$ cat src/rtl/pc_seq_pkg.sv
// Shared types and default sizes for the program-counter sequencer.
package pc_seq_pkg;

  localparam int D_DEF  = 10;
  localparam int AW_DEF = 4;
  localparam int CW_DEF = 16;

  typedef enum logic [1:0] {
    IDLE   = 2'd0,
    RUN    = 2'd1,
    HALTED = 2'd2
  } state_t;

  typedef enum logic [1:0] {
    SEL_HOLD = 2'd0,
    SEL_INC  = 2'd1,
    SEL_BR   = 2'd2
  } next_sel_t;

endpackage

$ cat src/rtl/target_table.sv
// Writable branch-target table: one synchronous write port, one combinational read port.
module target_table #(
  parameter int D  = 10,
  parameter int AW = 4
) (
  input  logic          clk,
  input  logic          reset,
  input  logic          we,
  input  logic [AW-1:0] waddr,
  input  logic [D-1:0]  wdata,
  input  logic [AW-1:0] raddr,
  output logic [D-1:0]  rdata
);

  localparam int DEPTH = 1 << AW;

  logic [D-1:0] r_mem [DEPTH];

  // Storage: cleared on reset, written on enabled edges.
  always_ff @(posedge clk or posedge reset) begin
    if (reset) begin
      for (int i = 0; i < DEPTH; i++) begin
        r_mem[i] <= '0;
      end
    end else if (we) begin
      r_mem[waddr] <= wdata;
    end
  end

  assign rdata = r_mem[raddr];

endmodule

$ cat src/rtl/pc_sequencer.sv
// Program-counter controller: owns the PC, the branch-target table and the
// retired-instruction counter; runs from start until a halt instruction.
module pc_sequencer
  import pc_seq_pkg::*;
#(
  parameter int D  = D_DEF,
  parameter int AW = AW_DEF,
  parameter int CW = CW_DEF
) (
  input  logic          clk,
  input  logic          reset,
  input  logic          start,
  input  logic [D-1:0]  start_pc,
  input  logic          cfg_we,
  input  logic [AW-1:0] cfg_addr,
  input  logic [D-1:0]  cfg_data,
  input  logic          stall,
  input  logic          branch_en,
  input  logic          branch_taken,
  input  logic [AW-1:0] lut_idx,
  input  logic          halt,
  output logic [D-1:0]  prog_ctr,
  output logic          fetch_valid,
  output logic          busy,
  output logic          done,
  output logic [CW-1:0] instr_count
);

  state_t        r_state;
  logic [D-1:0]  r_pc;
  logic [CW-1:0] r_cnt;
  logic          r_fetch_valid;
  logic          r_busy;
  logic          r_done;

  next_sel_t     w_sel;
  logic          w_tbl_we;
  logic [D-1:0]  w_target;
  logic [D-1:0]  w_pc_next;
  logic [CW-1:0] w_cnt_inc;

  // The table is frozen while running so a live branch never sees a torn target.
  assign w_tbl_we = cfg_we && (r_state != RUN);

  target_table #(
    .D (D),
    .AW(AW)
  ) u_table (
    .clk  (clk),
    .reset(reset),
    .we   (w_tbl_we),
    .waddr(cfg_addr),
    .wdata(cfg_data),
    .raddr(lut_idx),
    .rdata(w_target)
  );

  // Next-PC source selection in RUN: stall > halt > taken branch > increment.
  always_comb begin
    w_sel = SEL_HOLD;
    if (r_state == RUN) begin
      if (stall) begin
        w_sel = SEL_HOLD;
      end else if (halt) begin
        w_sel = SEL_HOLD;
      end else if (branch_en && branch_taken) begin
        w_sel = SEL_BR;
      end else begin
        w_sel = SEL_INC;
      end
    end else begin
      w_sel = SEL_HOLD;
    end
  end

  // Next-PC mux and saturating counter increment.
  always_comb begin
    w_pc_next = r_pc;
    case (w_sel)
      SEL_HOLD: w_pc_next = r_pc;
      SEL_INC:  w_pc_next = r_pc + {{(D-1){1'b0}}, 1'b1};
      SEL_BR:   w_pc_next = w_target;
      default:  w_pc_next = r_pc;
    endcase
    if (r_cnt == {CW{1'b1}}) begin
      w_cnt_inc = r_cnt;
    end else begin
      w_cnt_inc = r_cnt + {{(CW-1){1'b0}}, 1'b1};
    end
  end

  // Control FSM with registered PC, counter and status outputs.
  always_ff @(posedge clk or posedge reset) begin
    if (reset) begin
      r_state       <= IDLE;
      r_pc          <= '0;
      r_cnt         <= '0;
      r_fetch_valid <= 1'b0;
      r_busy        <= 1'b0;
      r_done        <= 1'b0;
    end else begin
      case (r_state)
        IDLE, HALTED: begin
          if (start) begin
            r_state       <= RUN;
            r_pc          <= start_pc;
            r_cnt         <= '0;
            r_fetch_valid <= 1'b1;
            r_busy        <= 1'b1;
            r_done        <= 1'b0;
          end
        end
        RUN: begin
          r_pc <= w_pc_next;
          if (!stall) begin
            r_cnt <= w_cnt_inc;
            if (halt) begin
              r_state       <= HALTED;
              r_fetch_valid <= 1'b0;
              r_busy        <= 1'b0;
              r_done        <= 1'b1;
            end
          end
        end
        default: begin
          r_state       <= IDLE;
          r_fetch_valid <= 1'b0;
          r_busy        <= 1'b0;
          r_done        <= 1'b0;
        end
      endcase
    end
  end

  assign prog_ctr    = r_pc;
  assign instr_count = r_cnt;
  assign fetch_valid = r_fetch_valid;
  assign busy        = r_busy;
  assign done        = r_done;

endmodule

$ cat config.mk
export PLATFORM = sky130hd
export DESIGN_NAME = pc_sequencer
export DESIGN_NICKNAME = d
export VERILOG_FILES = /design/src/rtl/pc_seq_pkg.sv /design/src/rtl/target_table.sv /design/src/rtl/pc_sequencer.sv
export SDC_FILE = /design/constraint.sdc
export NUM_CORES = 1
export LEC_CHECK = 0
export ABC_AREA = 1
export CORE_MARGIN = 2
export CORE_UTILIZATION = 60
export DETAILED_ROUTE_END_ITERATION = 10
export PLACE_DENSITY = 0.85
export SLEW_MARGIN = 0
export SYNTH_ARGS = -nofsm -noshare
export SYNTH_HDL_FRONTEND = slang
export SYNTH_SLANG_ARGS = --single-unit
$ cat constraint.sdc
create_clock -name clk -period 18.7 [get_ports clk]
set_input_delay 3.74 -clock clk [delete_from_list [all_inputs] [get_ports clk]]
set_output_delay 3.74 -clock clk [all_outputs]
set_load 0.01 [all_outputs]
==> impl_metrics.csv, run 1 <==
group,metric,value,unit
setup_path,cpPeakStageDelay,1.05,ns
hold_path,hold_class,"reg2reg",
global_routing,grt_max_degree,129,
pwr,power_density,141,nW/um^2
setup_path,path_max_fanout,21,
logic_synthesis,yosys-mux-area-fraction,0,%
sta,finalCritPeriodShare,30.6,%
global_routing,grt_pass1_vias,7607,
flow_run,cap_violations,0,
setup_path,crit_top_cell,"nand2_1",
sta,slew_headroom,38.1,%
sta,drv_slew,0,
setup_path,crit_chain,"clkdlybuf4s50_1 -> inv_1 -> nand3_1 -> nand2_1 -> nand2_1 -> nand3_1 -> nand3_1 -> nand2_1 -> nand2_1",
placement,io_buffers,64,
cts,h-tree-depth,4,
drt,routed_wl,24600,um
global_routing,grt_usage,31.0,%
logic_synthesis,synth_top_cell_area_share,50.2,%
logic_synthesis,synth_cells,1256,
floorplan,rows,45,
pwr,leakage,0.00506,uW
sta,worstMarginPinSlew,0.927,ns
sta,fin_tns_setup,0,ns
drt,drc_errors,0,
cts,clock_path_buffers,2,
floorplan,start_util,61.7,%
cts,insertion_delay,0.44,ns
finish,fin_area,10600,sq um
global_routing,antenna_found_initial,0,
logic_synthesis,syn-cell-area,9420,sq um
drt,detail-route-antenna-nets,0,
sta,rsz0062_at_grt,"false",
finish,fin_nets,1299,
finish,drive_gt1_share,4.55,%
status,outcome,"finished, final reports clean",
global_routing,grt_pass1_wl,39900,um
placement,pre_cts_ws,12.62,ns
sta,hold_viol,0,
logic_synthesis,synth_warnings,0,
floorplan,num_io_pins,65,
cts,ctsResizeCount,0,
logic_synthesis,synth_xor_area_share,1.12,%
logic_synthesis,synth_adder_area_share,0.266,%
logic_synthesis,synth_compound_area_share,13.0,%
drt,drt-initial-drc-count,1128,
logic_synthesis,yosysSeqAreaShare,50.2,%
cts,clk_pin_slew,0.06,ns
logic_synthesis,synth_top_family_by_area,"simple AND/OR/NAND/NOR gates",
floorplan,die_width,129,um
placement,place.gp.congestion,0.981,
setup_path,crit_slowest_cell,"clkdlybuf4s50_1",
sta,max_freq,175,MHz
cts,cts_root_buf,"clkbuf_16",
setup_path,arrival,6.09,ns
cts,cts_hold_buf,0,
logic_synthesis,yosys.area_share.simple,28.3,%
drt,via_per_inst,5.68,
sta,skew,0.00924,ns
placement,place_hpwl,15600,um
sta,whs,0.482,ns
cts,cts_sinks,189,
logic_synthesis,ys_types,32,
placement,place_area,9990,sq um
finish,num_antenna_cells,0,
finish,area_growth_syn_to_layout,12.2,%
logic_synthesis,syn_nets,1294,
floorplan,die-area,16700,sq um
setup_path,worstPathRequired,19.07,ns
logic_synthesis,yosys-top-cells-area,"dfrtp_1 (50%), nand2_1 (17%), o21ai_0 (10%), nand3_1 (5.0%), nor2_1 (4.9%)",
cts,cts_tree,"done",
pwr,total_power,1490,uW
logic_synthesis,synth_seq_cells,189,
logic_synthesis,yosys.area.top_type,"dfrtp_1",
sta,fin_crit,5.72,ns
global_routing,gr-total-overflow,0,
drt,via_count,8431,
sta,layout_setup_ws,12.98,ns
pwr,worst_ir_drop_vdd,80.1,uV
sta,setup_viol,0,
finish,fillers,1235,
setup_path,cp-end-kind,"flip-flop",
floorplan,die_h,129,um
cts,post_cts_buffers,0,
drt,drtPass1Iterations,5,
setup_path,cp-start-kind,"primary input",
setup_path,crit_type,"in2reg",
cts,cts_buffers,17,
floorplan,coreArea,15300,sq um
setup_path,r2r_slack,15.42,ns
logic_synthesis,syn_area_per_cell,7.50,sq um
drt,routedWlPerCell,16.5,um
## synthesized netlist by cell type
| cell | instances |
|---|---|
| xor2_1 | 11 |
| nor3b_1 | 1 |
| nor2_8 | 1 |
| nor2_1 | 124 |
| a21oi_1 | 9 |
| o211ai_1 | 12 |
| buf_4 | 2 |
| nor3_2 | 1 |
| inv_1 | 67 |
| nor3_1 | 5 |
| o21ai_2 | 1 |
| nand3_1 | 95 |
| a21oi_4 | 2 |
| buf_6 | 3 |
| nor2_2 | 4 |
| buf_2 | 25 |
| clkbuf_1 | 51 |
| a31oi_1 | 2 |
| buf_1 | 1 |
| xnor2_1 | 1 |
| clkinv_1 | 5 |
| ha_1 | 2 |
| nand4_2 | 1 |
| nand2_2 | 2 |
| inv_2 | 8 |
| o31ai_1 | 1 |
| nand2_1 | 420 |
| nor2_4 | 2 |
| o21ai_1 | 13 |
| o21ai_0 | 193 |
| nand4_1 | 2 |
| dfrtp_1 | 189 |
## worst max-delay path: cells and delay by family
family / cells / cell delay, ns
buffers and inverters: 2 / 1.63
AND/OR/NAND/NOR: 7 / 0.71
## flip-flops by register name, indices dropped and copies added, names as in the netlist
name and flops:
busy 1, instr_count 16, prog_ctr 10, r_state 2, u_table.r_mem 160
## cells by family after synthesis
| group | count (synthesis) |
|---|---|
| adder cells (fa/ha/maj) | 2 |
| AND/OR/NAND/NOR | 658 |
| buffers and inverters | 162 |
| flip-flops | 189 |
| AO/OA/AOI/OAI | 233 |
| XOR/XNOR | 12 |
## path summary, 6_finish.rpt
check / from / end / cells after the start
max in group asynchronous: reset / u_table.r_mem[43]$_DFFE_PP0P_ / 3
worst min register to register: u_table.r_mem[100]$_DFFE_PP0P_ / u_table.r_mem[100]$_DFFE_PP0P_ / 2
min in group asynchronous: reset / u_table.r_mem[9]$_DFFE_PP0P_ / 2
worst max-delay path: lut_idx[2] / prog_ctr[9]$_DFFE_PP0P_ / 9
worst max register to register: r_state[0]$_DFFE_PP0P_ / u_table.r_mem[137]$_DFFE_PP0P_ / 6
worst min-delay path: u_table.r_mem[100]$_DFFE_PP0P_ / u_table.r_mem[100]$_DFFE_PP0P_ / 2
## layout by cell type (no fill, tap or decap), types with 2 or more instances in the layout
| cell | count |
|---|---|
| clkbuf_8 | 2 |
| a21oi_4 | 2 |
| nand2_1 | 420 |
| dfrtp_1 | 189 |
| clkinvlp_4 | 3 |
| clkbuf_1 | 2 |
| nand2_2 | 2 |
| o211ai_1 | 12 |
| buf_4 | 4 |
| nand4_1 | 2 |
| clkinv_1 | 5 |
| ha_1 | 2 |
| inv_2 | 8 |
| clkdlybuf4s50_1 | 63 |
| nand3_1 | 95 |
| o21ai_0 | 193 |
| a21oi_1 | 9 |
| clkinv_2 | 5 |
| a31oi_1 | 2 |
| inv_1 | 66 |
| nor2_2 | 4 |
| o21ai_1 | 13 |
| clkbuf_16 | 17 |
| xor2_1 | 11 |
| nor2_1 | 124 |
| nor2_4 | 2 |
| bufinv_16 | 2 |
| nor3_1 | 5 |
## power by group
part,total [uW],internal (uW),switching [uW]
Sequential,688,582,106
Combinational,444,172,272
Clock,357,203,154
Total,1490,957,532
## per-stage QoR
stage | std cells | util [%]
global route | 1485 | 69.2
finish | 1485 | 69.2
global placement | 1453 | 65.5
CTS | 1485 | 69.2
floorplan | 1256 | -
detailed placement | 1453 | 65.5
## area by class of cell
| cell class | count | area (sq um) | share of cell area [%] |
|---|---|---|---|
| clock buffer | 21 | 460 | 4.36 |
| clock inverter | 11 | 116 | 1.10 |
| inverter | 80 | 308 | 2.91 |
| multi-input combinational | 905 | 4020 | 38.1 |
| sequential | 189 | 4730 | 44.8 |
| tap | 211 | 264 | 2.50 |
| timing repair buffer | 68 | 666 | 6.30 |
## per-layer routing
layer / wire length [um] / share of wire [%] / track usage [%]
met1: 10500 / 43 / 44.5
met2: 11000 / 45 / 46.2
met3: 2360 / 9.6 / 7.76
met4: 676 / 2.8 / 10.9
met5: 0 / 0 / 0
(Power assumes the default switching activity.)
==> run 2: changes to the inputs <==
CORE_UTILIZATION = 54   (was 60)
PLACE_DENSITY = 0.81   (was 0.85)
clock period = 5.06 ns   (was 18.7 ns; I/O delays follow)
==> run 2 against run 1 <==
  * Wire length rose by 0.21%
  * Highest routed layer unchanged
  * Largest cell class unchanged
  * Die area up 11%
  * Critical endpoint is now prog_ctr[0]$_DFFE_PP0P_
  * Register-to-register slack got worse by 13 ns
  * Via count is 0.50% higher
  * Largest power group unchanged
  * First-iteration DRC count down 6.6%
  * Sequential power grew to 3.7 times the previous value
  * Core utilization shrank 7.3 points
  * Clock skew increased by 0.0047 ns
==> impl_metrics.csv, run 2 (synthesis gave the netlist of run 1 again) <==
group,metric,value,unit
setup_path,path_max_fanout,50,
hold_path,hold_class,"reg2reg",
cts,cts_buffers,17,
sta,max_freq,349,MHz
drt,drtPass1Iterations,6,
placement,place.gp.congestion,0.913,
sta,setup_viol,0,
sta,rsz0062_at_grt,"false",
setup_path,r2r_slack,2.54,ns
cts,clock_path_buffers,2,
global_routing,globalRoute.busiestLayer,"met2",
sta,worstMarginPinSlew,1.26,ns
sta,skew,0.0140,ns
finish,area_growth_syn_to_layout,13.0,%
pwr,leakage,0.00508,uW
sta,hold_viol,0,
global_routing,gr-total-overflow,0,
sta,fin_tns_setup,0,ns
finish,fin_nets,1301,
global_routing,met2_usage,41.9,%
floorplan,die-area,18500,sq um
cts,cts_hold_buf,0,
setup_path,crit_slowest_cell,"clkdlybuf4s50_1",
finish,top_register,"u_table.r_mem",
setup_path,cp_num_buf_inv,3,
sta,fin_crit,2.86,ns
finish,multi_input_area,4020,sq um
global_routing,grt_pass1_vias,7493,
cts,insertion_delay,0.44,ns
cts,cts_root_buf,"clkbuf_16",
placement,place_hpwl,15500,um
setup_path,cp-start-kind,"primary input",
pwr,power.net_switching,1960,uW
finish,drive_gt1_share,4.55,%
setup_path,cpPeakStageDelay,0.45,ns
pwr,worst_ir_drop_vdd,306,uV
setup_path,crit_chain,"clkdlybuf4s50_1 -> buf_4 -> inv_2 -> nor2_1 -> o21ai_0 -> nand3_1 -> nand3_1 -> nand3_1 -> nand2_1 -> a21oi_1",
cts,h-tree-depth,4,
sta,drv_slew,0,
floorplan,coreArea,17200,sq um
drt,routedWlPerCell,16.4,um
finish,mostFrequentLayoutCell,"nand2_1",
pwr,pwr-share-seq,45.8,%
placement,io_buffers,64,
setup_path,crit_top_cell,"nand3_1",
global_routing,grt_pass1_wl,39300,um
pwr,pwr-share-clk,24.9,%
placement,pre_cts_ws,1.81,ns
finish,register_area,4730,sq um
cts,clk_pin_slew,0.07,ns
floorplan,rows,48,
drt,drc_errors,0,
finish,num_antenna_cells,0,
floorplan,die_h,136,um
setup_path,cp_top_family,"buffers and inverters",
finish,fillers,1539,
finish,largest_reg_flops,160,
pwr,internal_power,3610,uW
status,outcome,"finished, final reports clean",
floorplan,start_util,54.9,%
floorplan,num_io_pins,65,
drt,routed_wl,24600,um
cts,cts_tree,"done",
global_routing,antenna_found_initial,0,
drt,drt-initial-drc-count,1053,
global_routing,grt_use_met3,4.55,%
setup_path,arrival,3.23,ns
sta,slew_headroom,15.6,%
sta,layout_setup_ws,2.20,ns
pwr,power_density,523,nW/um^2
setup_path,cp-end-kind,"flip-flop",
flow_run,cap_violations,0,
finish,layout_common_cells,"nand2_1 (420), o21ai_0 (193), dfrtp_1 (189)",
global_routing,grt_usage,27.4,%
setup_path,worstPathRequired,5.43,ns
global_routing,grt_max_degree,127,
cts,post_cts_buffers,0,
global_routing,grt.met1_usage,39.2,%
pwr,combPwrFrac,29.3,%
cts,cts_sinks,189,
drt,via_per_inst,5.65,
pwr,switching_share,35.1,%
sta,finalCritPeriodShare,56.6,%
drt,via_count,8473,
drt,detail-route-antenna-nets,0,
setup_path,crit_type,"in2reg",
floorplan,die_width,136,um
cts,ctsResizeCount,0,
[run 2: power groups by stage]
stage	clock, uW	sequential [uW]	combinational (uW)
floorplan	0	2480	1190
global placement	0	2540	1560
detailed placement	0	2550	1620
CTS	1400	2530	1630
global route	1460	2620	1870
finish	1390	2550	1630
[run 2: final cells by class]
class / instances / share of cell area (%)
sequential: 189 / 44.4
tap: 225 / 2.64
clock inverter: 11 / 1.60
timing repair buffer: 70 / 6.63
clock buffer: 19 / 4.07
multi-input combinational: 905 / 37.8
inverter: 80 / 2.86
[run 2: worst reg2reg max path: stages (launching register included)]
cell	delay, ns
dfrtp_1	0.45
nand2_2	0.44
clkinv_1	0.25
nor2_4	0.39
nand2_1	0.53
o21ai_0	0.37
[run 2: per-layer routing]
metal	wire [um]	vias to the layer above
met1	10600	4045
li1	-	4014
met4	689	0
met3	1990	46
met5	0	-
met2	11300	368
[run 2: path summary, 6_finish.rpt]
path                                                from                              to  depth (start not counted)
min                        u_table.r_mem[95]$_DFFE_PP0P_   u_table.r_mem[95]$_DFFE_PP0P_                          2
max                                           lut_idx[1]         prog_ctr[0]$_DFFE_PP0P_                         10
max in group asynchronous                          reset  u_table.r_mem[122]$_DFFE_PP0P_                          3
min reg2reg                u_table.r_mem[95]$_DFFE_PP0P_   u_table.r_mem[95]$_DFFE_PP0P_                          2
min in group asynchronous                          reset   u_table.r_mem[11]$_DFFE_PP0P_                          3
max reg2reg                       r_state[0]$_DFFE_PP0P_    u_table.r_mem[1]$_DFFE_PP0P_                          5
[run 2: metrics by stage]
stage / instance area [sq um] / total power (uW) / utilization (%) / hold WS, ns / instances
floorplan: 9430 / 3660 / - / 0.448 / 1256
global placement: 10000 / 4100 / 58.5 / 0.460 / 1469
detailed placement: 10000 / 4170 / 58.5 / 0.468 / 1469
CTS: 10600 / 5560 / 62.0 / 0.485 / 1499
global route: 10600 / 5950 / 62.0 / 0.504 / 1499
finish: 10600 / 5570 / 62.0 / 0.481 / 1499
==> run 3: changes to the inputs <==
CORE_UTILIZATION = 59   (was 54)
PLACE_DENSITY = 0.84   (was 0.81)
clock period = 2.78 ns   (was 5.06 ns; I/O delays follow)
==> run 3 against run 2 <==
  * Combinational power increased by 82%
  * Hold slack improved by 0.00063 ns
  * Register-to-register slack got worse by 2.2 ns
  * Cell count decreased by 0.13%
  * Global-route usage increased by 2.4 points
  * Core utilization increased by 5.9 points
  * Wire length decreased by 2.2%
  * First-iteration DRC count decreased by 23%
  * Final area increased by 0.56%
  * Critical path depth decreased by 4
  * Clock skew decreased by 0.0044 ns
==> impl_metrics.csv, run 3 (synthesis gave the netlist of run 1 again) <==
group,metric,value,unit
setup_path,worstPathRequired,3.07,ns
setup_path,cp-start-kind,"flip-flop",
pwr,total_power,10100,uW
cts,cts_buffers,17,
placement,place.gp.congestion,0.872,
pwr,power_density,945,nW/um^2
sta,hold_viol,0,
setup_path,r2r-start,"r_state[0]$_DFFE_PP0P_",
global_routing,gr-total-overflow,0,
floorplan,die_width,130,um
cts,cts_sinks,189,
cts,clock_path_buffers,2,
cts,post_cts_buffers,0,
pwr,leakage,0.00512,uW
setup_path,crit_end,"u_table.r_mem[110]$_DFFE_PP0P_",
hold_path,holdCritStartpoint,"u_table.r_mem[44]$_DFFE_PP0P_",
status,outcome,"finished, final reports clean",
floorplan,die-area,17000,sq um
drt,via_per_inst,5.64,
pwr,worst_ir_drop_vdd,519,uV
placement,pre_cts_ws,0.344,ns
setup_path,r2r_cells,6,
finish,drive_gt1_share,5.23,%
setup_path,r2r_slack,0.32,ns
placement,place_hpwl,14700,um
finish,final_core_util,67.9,%
global_routing,antenna_found_initial,0,
setup_path,reg2reg_to,"u_table.r_mem[110]$_DFFE_PP0P_",
sta,max_freq,407,MHz
cts,cts_hold_buf,0,
drt,drt-initial-drc-count,815,
global_routing,grt_pass1_vias,7888,
cts,clk_pin_slew,0.07,ns
sta,slew_headroom,48.8,%
floorplan,start_util,59.7,%
cts,insertion_delay,0.44,ns
cts,cts_tree,"done",
global_routing,grt_pass1_wl,39400,um
drt,drtPass1Iterations,6,
sta,fin_crit,2.46,ns
cts,cts_root_buf,"clkbuf_16",
setup_path,crit_start,"r_state[0]$_DFFE_PP0P_",
setup_path,crit_type,"reg2reg",
finish,largest_reg_flops,160,
finish,fin_nets,1307,
sta,rsz0062_at_grt,"false",
sta,drv_slew,0,
finish,final_cells,1497,
drt,routed_wl,24100,um
placement,dp.cells,1466,
placement,io_buffers,64,
floorplan,rows,46,
drt,drc_errors,0,
finish,num_antenna_cells,0,
cts,h-tree-depth,4,
sta,skew,0.00954,ns
sta,setup_viol,0,
drt,dr_wl_met3,1900,um
drt,top_layer_used,"met4",
finish,top_register,"u_table.r_mem",
floorplan,coreArea,15800,sq um
finish,area_growth_syn_to_layout,13.6,%
drt,via_count,8446,
drt,detail-route-antenna-nets,0,
sta,layout_setup_ws,0.321,ns
drt,routedWlPerCell,16.1,um
drt,met1Wirelength,10300,um
global_routing,grt_usage,29.8,%
setup_path,cp-end-kind,"flip-flop",
global_routing,grt_max_degree,139,
drt,dr_wl_met2,11200,um
cts,ctsResizeCount,0,
hold_path,hold_class,"reg2reg",
finish,layout_common_cells,"nand2_1 (420), o21ai_0 (193), dfrtp_1 (189)",
setup_path,arrival,2.75,ns
sta,finalCritPeriodShare,88.4,%
floorplan,die_h,130,um
sta,worstMarginPinSlew,0.768,ns
finish,fillers,1273,
flow_run,cap_violations,0,
sta,whs,0.482,ns
setup_path,path_max_fanout,20,
floorplan,num_io_pins,65,
finish,mostFrequentLayoutCell,"nand2_1",
-- run 3: worst min path at each step --
stage | end | cells past startpoint
6_report | u_table.r_mem[44]$_DFFE_PP0P_ | 2
5_1_grt | u_table.r_mem[43]$_DFFE_PP0P_ | 2
4_1_cts | u_table.r_mem[114]$_DFFE_PP0P_ | 2
3_5_place_dp | u_table.r_mem[43]$_DFFE_PP0P_ | 2
3_3_place_gp | u_table.r_mem[114]$_DFFE_PP0P_ | 2
2_1_floorplan | u_table.r_mem[100]$_DFFE_PP0P_ | 2
-- run 3: area by class of cell --
| class | instances | area, sq um | share of cell area [%] |
|---|---|---|---|
| well taps | 216 | 270 | 2.52 |
| inverters | 80 | 304 | 2.84 |
| multi-input cells | 905 | 4020 | 37.6 |
| repair buffers | 76 | 776 | 7.25 |
| clock buffers | 18 | 439 | 4.10 |
| flip-flops and latches | 189 | 4730 | 44.2 |
| clock inverters | 13 | 165 | 1.54 |
-- run 3: report_power, final --
part / switching [uW] / internal, uW
logic: 1760 / 1200
clock network: 1100 / 1440
registers: 712 / 3910
-- run 3: metrics by stage --
step,area (sq um),setup TNS (ns)
detailed placement,10100,0
finish,10700,0
floorplan,9430,-39.78
global placement,10100,0
global route,10700,0
CTS,10700,0
-- run 3: worst max-delay path, cell delays in order, from the launching register on --
cell	delay, ns
dfrtp_1	0.45
nand2_2	0.10
clkinv_1	0.38
nor2_4	0.50
nand2_1	0.54
nand2_1	0.21
o21ai_0	0.11
-- run 3: metal layers --
metal	track usage, %	vias up
met5	0	-
met4	12.3	0
met3	6.60	62
met2	47.2	396
met1	40.2	3957
li1	-	4031
